==> src/rtl/pwm_gen_pkg.sv <==
// Shared types and constants for the PWM output stage.
package pwm_gen_pkg;

  typedef enum logic [1:0] {
    IDLE     = 2'd0,
    RUN      = 2'd1,
    DEADTIME = 2'd2
  } state_t;

  // Last value of the 8-bit period counter; a period is 255 ticks.
  localparam logic [7:0] PERIOD_MAX = 8'd254;

  localparam int DEF_CLK_DIV      = 8;
  localparam int DEF_DEAD_PERIODS = 2;

endpackage

==> src/rtl/pwm_gen_if.sv <==
// Request/response bundle between the angle controller and the PWM stage.
interface pwm_gen_if;
  logic       pwm_enable;
  logic [7:0] pwm_ratio;
  logic       pwm_direction;
  logic       pwm_update;
  logic       pwm_done;
  logic       busy;

  modport master (
    output pwm_enable, pwm_ratio, pwm_direction, pwm_update,
    input  pwm_done, busy
  );

  modport slave (
    input  pwm_enable, pwm_ratio, pwm_direction, pwm_update,
    output pwm_done, busy
  );
endinterface

==> src/rtl/pwm_tick_gen.sv <==
// Prescaler: one-cycle tick every CLK_DIV enabled clocks; clr restarts at 0.
module pwm_tick_gen #(
  parameter int CLK_DIV = 8
) (
  input  logic clock,
  input  logic reset_n,
  input  logic en,
  input  logic clr,
  output logic tick
);
  localparam int PW = (CLK_DIV > 1) ? $clog2(CLK_DIV) : 1;
  localparam logic [PW-1:0] LAST = PW'(CLK_DIV - 1);

  logic [PW-1:0] presc;

  // Free-running divider, held at zero while cleared.
  always_ff @(posedge clock) begin
    if (!reset_n || clr)  presc <= '0;
    else if (en)          presc <= (presc == LAST) ? '0 : presc + 1'b1;
  end

  assign tick = en && (presc == LAST);
endmodule

==> src/rtl/pwm_gen.sv <==
// PWM stage: boundary-aligned ratio updates and dead-time on direction flips.
module pwm_gen
  import pwm_gen_pkg::*;
#(
  parameter int CLK_DIV      = DEF_CLK_DIV,
  parameter int DEAD_PERIODS = DEF_DEAD_PERIODS
) (
  input  logic  clock,
  input  logic  reset_n,
  pwm_gen_if.slave bus,
  output logic  pwm_out,
  output logic  dir_out
);
  localparam int DW = $clog2(DEAD_PERIODS + 1);
  localparam logic [DW-1:0] DEAD_LAST = DW'(DEAD_PERIODS - 1);

  state_t        state, state_nxt;
  logic [7:0]    cnt;
  logic [7:0]    active_ratio;
  logic          pend, pend_dir;
  logic [7:0]    pend_ratio;
  logic [DW-1:0] dead_cnt;
  logic          enable, tick, boundary;
  logic          apply, dead_clr, dead_inc;

  assign enable   = bus.pwm_enable;
  assign boundary = tick && (cnt == PERIOD_MAX);
  assign bus.busy = pend | (state == DEADTIME);

  pwm_tick_gen #(.CLK_DIV(CLK_DIV)) u_tick (
    .clock  (clock),
    .reset_n(reset_n),
    .en     ((state != IDLE) && enable),
    .clr    ((state == IDLE) || !enable),
    .tick   (tick)
  );

  // Next state and apply decision; the H-bridge never sees an instant reversal.
  always_comb begin
    state_nxt = state;
    apply     = 1'b0;
    dead_clr  = 1'b0;
    dead_inc  = 1'b0;
    case (state)
      IDLE: begin
        // Output is already off, so a pending request can load at once.
        if (enable) begin
          state_nxt = RUN;
          apply     = pend;
        end
      end
      RUN: begin
        if (!enable) begin
          state_nxt = IDLE;
        end else if (boundary && pend) begin
          if (pend_dir == dir_out) begin
            apply = 1'b1;
          end else begin
            state_nxt = DEADTIME;
            dead_clr  = 1'b1;
          end
        end
      end
      DEADTIME: begin
        // Aborting keeps pend so the request lands on re-enable.
        if (!enable) begin
          state_nxt = IDLE;
        end else if (boundary) begin
          if (dead_cnt == DEAD_LAST) begin
            apply     = 1'b1;
            state_nxt = RUN;
          end else begin
            dead_inc = 1'b1;
          end
        end
      end
      default: state_nxt = IDLE;
    endcase
  end

  // State register.
  always_ff @(posedge clock) begin
    if (!reset_n) state <= IDLE;
    else          state <= state_nxt;
  end

  // Period counter: held at 0 when idle, wraps 254 -> 0 on tick.
  always_ff @(posedge clock) begin
    if (!reset_n)                                cnt <= 8'd0;
    else if (state == IDLE || state_nxt == IDLE) cnt <= 8'd0;
    else if (tick)                               cnt <= (cnt == PERIOD_MAX) ? 8'd0 : cnt + 8'd1;
  end

  // Request buffer: last update wins; an update beats a same-cycle apply.
  always_ff @(posedge clock) begin
    if (!reset_n) begin
      pend       <= 1'b0;
      pend_ratio <= 8'd0;
      pend_dir   <= 1'b0;
    end else if (bus.pwm_update) begin
      pend       <= 1'b1;
      pend_ratio <= bus.pwm_ratio;
      pend_dir   <= bus.pwm_direction;
    end else if (apply) begin
      pend <= 1'b0;
    end
  end

  // Active settings and done pulse load together.
  always_ff @(posedge clock) begin
    if (!reset_n) begin
      active_ratio <= 8'd0;
      dir_out      <= 1'b0;
      bus.pwm_done <= 1'b0;
    end else begin
      bus.pwm_done <= apply;
      if (apply) begin
        active_ratio <= pend_ratio;
        dir_out      <= pend_dir;
      end
    end
  end

  // Dead-time boundary counter.
  always_ff @(posedge clock) begin
    if (!reset_n)      dead_cnt <= '0;
    else if (dead_clr) dead_cnt <= '0;
    else if (dead_inc) dead_cnt <= dead_cnt + 1'b1;
  end

  // Registered comparator output; forced low outside RUN or when enable drops.
  always_ff @(posedge clock) begin
    if (!reset_n) pwm_out <= 1'b0;
    else          pwm_out <= (state == RUN) && enable && (cnt < active_ratio);
  end
endmodule

==> src/flat_wrapper.sv <==
// flat-port wrapper written by rule: the top's interface ports become plain ports
module pwm_gen_flat import pwm_gen_pkg::*;
#(
  parameter int CLK_DIV      = DEF_CLK_DIV,
  parameter int DEAD_PERIODS = DEF_DEAD_PERIODS
)
  (clock, reset_n, pwm_out, dir_out, bus_pwm_enable, bus_pwm_ratio, bus_pwm_direction, bus_pwm_update, bus_pwm_done, bus_busy);
  pwm_gen_if bus_i ();
  input  logic clock;
  input  logic reset_n;
  output logic pwm_out;
  output logic dir_out;
  input wire logic [$bits(bus_i.pwm_enable)-1:0] bus_pwm_enable;
  input wire logic [$bits(bus_i.pwm_ratio)-1:0] bus_pwm_ratio;
  input wire logic [$bits(bus_i.pwm_direction)-1:0] bus_pwm_direction;
  input wire logic [$bits(bus_i.pwm_update)-1:0] bus_pwm_update;
  output wire logic [$bits(bus_i.pwm_done)-1:0] bus_pwm_done;
  output wire logic [$bits(bus_i.busy)-1:0] bus_busy;
  assign bus_i.pwm_enable = bus_pwm_enable;
  assign bus_i.pwm_ratio = bus_pwm_ratio;
  assign bus_i.pwm_direction = bus_pwm_direction;
  assign bus_i.pwm_update = bus_pwm_update;
  assign bus_pwm_done = bus_i.pwm_done;
  assign bus_busy = bus_i.busy;
  pwm_gen #(.CLK_DIV(CLK_DIV), .DEAD_PERIODS(DEAD_PERIODS)) u_core (.clock(clock), .reset_n(reset_n), .bus(bus_i), .pwm_out(pwm_out), .dir_out(dir_out));
endmodule
==> config.mk <==
export PLATFORM = sky130hd
export DESIGN_NAME = pwm_gen_flat
export DESIGN_NICKNAME = d
export VERILOG_FILES = /design/src/rtl/pwm_gen_pkg.sv /design/src/rtl/pwm_gen_if.sv /design/src/rtl/pwm_tick_gen.sv /design/src/rtl/pwm_gen.sv /design/src/flat_wrapper.sv
export SDC_FILE = /design/constraint.sdc
export NUM_CORES = 1
export LEC_CHECK = 0
export BUFFER_PORTS_ARGS = -buffer_cell sky130_fd_sc_hd__buf_2
export CELL_PAD_IN_SITES_DETAIL_PLACEMENT = 1
export CELL_PAD_IN_SITES_GLOBAL_PLACEMENT = 1
export CORE_MARGIN = 5
export CORE_UTILIZATION = 40
export DETAILED_ROUTE_END_ITERATION = 10
export GPL_TIMING_DRIVEN = 0
export PLACE_DENSITY_LB_ADDON = 0.05
export RECOVER_POWER = 100
export SKIP_LAST_GASP = 1
export SLEW_MARGIN = 20
export SYNTH_ARGS = -nofsm -noshare
export SYNTH_HDL_FRONTEND = slang
export SYNTH_SLANG_ARGS = --single-unit
export TNS_END_PERCENT = 5
==> constraint.sdc <==
create_clock -name clock -period 1.9 [get_ports clock]
set_input_delay 0.095 -clock clock [delete_from_list [all_inputs] [get_ports clock]]
set_output_delay 0.095 -clock clock [all_outputs]
set_load 0.005 [all_outputs]
==> results.sh <==
export IMPL_setup_viol=1
export IMPL_hpwl_mm=3.30
export IMPL_cts_tree="yes"
export IMPL_dr_wl_met2_mm=2.57
export IMPL_synthArstFlopShare_pct=0
export IMPL_period_share_pct=101
export IMPL_core_area_um2=4410
export IMPL_die_x_um=77.9
export IMPL_rr_endpoint="u_core.cnt[0]"
export IMPL_ir_worst_vdd_mv=0.459
export IMPL_dp_slack_ns=-0.304
export IMPL_r2r_start="u_core.cnt[0]"
export IMPL_cap_violations=0
export IMPL_r2r_cells=9
export IMPL_hp_class="in -> reg"
export IMPL_synth_fp_nets=229
export IMPL_syn_inst=199
export IMPL_status="finished, violations left"
export IMPL_power_leakage_uw=0.00101
export IMPL_final_cell_count_no_fill=284
export IMPL_yosysMostFrequentCell="dfxtp_1"
export IMPL_maxSlewHeadroom_pct=54.8
export IMPL_grt_use_total_pct=16.4
export IMPL_cts_sinks=36
export IMPL_gp_congestion=0.778
export IMPL_start_util_pct=41.8
export IMPL_ios=17
export IMPL_worst_pin_slew_ns=0.678
export IMPL_viasPerCell=5.38
export IMPL_seq_area_frac_synth_pct=39.1
export IMPL_startpoint_type="flip-flop"
export IMPL_timing_fmax_mhz=520
export IMPL_wirelength_mm=4.73
export IMPL_dieArea_um2=6070
export IMPL_die_h_um=77.9
export IMPL_synth_area_leaders="dfxtp_1 (39%), ha_1 (12%), mux2i_1 (9.8%), nor2_1 (5.9%), a21oi_1 (3.5%)"
export IMPL_vias=1527
export IMPL_drt_iter0_markers=61
export IMPL_clockBufferDepth=2
export IMPL_synth_area_um2=1850
export IMPL_io_buffers=14
export IMPL_drive_gt1_share_pct=28.0
export IMPL_htreeDepth=2
export IMPL_drcViolationCount=0
export IMPL_worstSetupEndpointType="flip-flop"
export IMPL_clk_latency_ns=0.29
export IMPL_grt_max_degree=13
export IMPL_layout_area_overhead_vs_synth_pct=23.7
export IMPL_dp_cells=265
export IMPL_num_rows=24
export IMPL_crit_path_start="u_core.cnt[0]"
export IMPL_report_power_total_uw=1550
export IMPL_drtPass1Iterations=4
export IMPL_worstSetupPathType="reg -> reg"
export IMPL_clockRootBuffer="clkbuf_8"
export IMPL_ant_nets=0
export IMPL_wl_per_cell_um=16.7
export IMPL_worstHoldStart="bus_pwm_ratio[2]"
export IMPL_ys_warn_count=0
export IMPL_grt_pass1_wl_mm=8.13
export IMPL_ys_ff_latch=36
export IMPL_synthTopCellsByCount="dfxtp_1 (36), nor2_1 (29), mux2i_1 (18)"
export IMPL_routed_top_layer="met4"
export IMPL_synthDominantCellAreaShare_pct=39.1
export IMPL_grt_overflow=0
export IMPL_hold_buffers=0
export IMPL_cts_made_buffers=5
export IMPL_worstPathArrival_ns=2.12
export IMPL_final_hold_violation_count=0
export IMPL_wl_met3_um=137
export IMPL_synth_edff_count=0
export IMPL_drt_met1_wl_mm=1.95
export IMPL_grt_pass1_vias=1678
export IMPL_clkSlewWorstSetupHoldPaths_ns=0.08
export IMPL_antennaDiodeCount=0
export IMPL_antenna_found_initial=0
export IMPL_whs_ns=0.0489
export IMPL_layout_min_cycle_time_ns=1.92
export IMPL_endpoint="u_core.cnt[0]"
export IMPL_yosys_area_top_type="dfxtp_1"
export IMPL_cp_required_ns=2.10
export IMPL_nets=261
export IMPL_p_per_area_nw_per_um2=681
export IMPL_synth_distinct_cells=39
export IMPL_fin_skew_ns=0.0102
export IMPL_setup_ws_ns=-0.0229
export IMPL_syn_area_per_cell_um2=9.27
export IMPL_worstPathMaxFanout=6
export IMPL_drv_slew=0
export IMPL_rrSetupSlack_ns=-0.02
export IMPL_ys_flop_type="dfxtp_1"
export IMPL_n_fill_cell=517
export IMPL_rsz0062_at_grt="yes"
export IMPL_violations="setup timing"
-- worst min-delay path by stage --
stage                                  end  slack, ns  cells past startpoint
floorplan           u_core.u_tick.presc[0]       0.21                      2
global placement      u_core.pend_ratio[0]       0.33                      3
detailed placement    u_core.pend_ratio[2]       0.34                      3
CTS                   u_core.pend_ratio[2]       0.04                      3
global route          u_core.pend_ratio[5]       0.06                      3
finish                u_core.pend_ratio[2]       0.05                      3
-- registers in the layout, summed over array words and instances, names as in the netlist --
signal	count
u_core.pend_ratio	8
u_core.dead_cnt	2
u_core.u_tick.presc	3
u_core.dir_out	1
u_core.pend_dir	1
u_core.cnt	8
u_core.pend	1
u_core.bus.pwm_done	1
u_core.active_ratio	8
u_core.state	2
u_core.pwm_out	1
-- placed cells by master (no fill, tap or decap), types with 2 or more instances in the layout --
cell type and count:
buf_4 9, dfxtp_1 29, clkbuf_8 6, a211oi_2 2, buf_6 6, mux2i_1 18, nor3_1 6, a21oi_1 13
inv_1 10, or2_2 2, nor2_1 28, nand2_1 13, dfxtp_2 5, and4b_1 2, xor2_1 3, inv_2 3
clkinvlp_4 2, nand3_1 2, o21ai_0 3, ha_4 3, nand2b_1 2, xnor2_1 5, dfxtp_4 2, nand4_1 3
clkbuf_1 5, buf_2 12, and3_1 3, nand3_2 2, ha_1 14
-- what timing repair did --
item | 4_1_cts | 5_1_grt
buffers inserted | 6 | 3
setup endpoints to repair | 23 | 19
gates resized for setup | 25 | 10
cloned | 2 | 0
pin swaps | 6 | 4
-- final cells by class --
class / instances / area [µm²] / share of cell area (%)
Clock inverter: 2 / 15.0 / 0.658
Clock buffer: 6 / 82.6 / 3.62
Inverter: 13 / 48.8 / 2.14
Buffer: 7 / 56.3 / 2.47
Tap cell: 52 / 65.1 / 2.85
Timing Repair Buffer: 25 / 158 / 6.91
Multi-Input combinational cell: 143 / 1120 / 49.2
Sequential cell: 36 / 734 / 32.2
-- worst max-delay path, cell delays in order, from the launching register on --
cell and delay (ns):
dfxtp_2 0.36, inv_1 0.06, ha_1 0.16, nand3_2 0.11, buf_4 0.18, o41ai_2 0.33, a222oi_1 0.11, buf_4 0.17
buf_6 0.12, a211oi_2 0.21
-- through the flow --
step | setup TNS, ns | cell area [µm²] | util [%]
floorplan | 0 | 1850 | -
global placement | -3.08 | 1980 | 44.9
detailed placement | -4.92 | 1980 | 44.9
CTS | -0.0126 | 2240 | 50.7
global route | -1.53 | 2280 | 51.7
finish | -0.0229 | 2280 | 51.7
-- routing by layer --
layer | global-route usage, % | up-vias
li1 | - | 750
met1 | 18.7 | 740
met2 | 30.0 | 29
met3 | 3.36 | 8
met4 | 5.91 | 0
met5 | 0 | -
-- kinds of logic after synthesis --
| family | count (synthesis) | synth area share (%) |
|---|---|---|
| AO/OA/AOI/OAI | 27 | 10.2 |
| XOR/XNOR | 8 | 3.80 |
| adder cells (fa/ha/maj) | 17 | 11.5 |
| buffers and inverters | 20 | 5.49 |
| flip-flops | 36 | 39.1 |
| multiplexers | 18 | 9.76 |
| AND/OR/NAND/NOR | 73 | 20.2 |
-- power by group --
| part | total, µW | switching [µW] | internal, µW |
|---|---|---|---|
| sequential | 788 | 15.2 | 773 |
| clock | 584 | 290 | 294 |
| combinational | 181 | 90.7 | 90.2 |
Note: power is estimated with default switching activity, not from simulation.
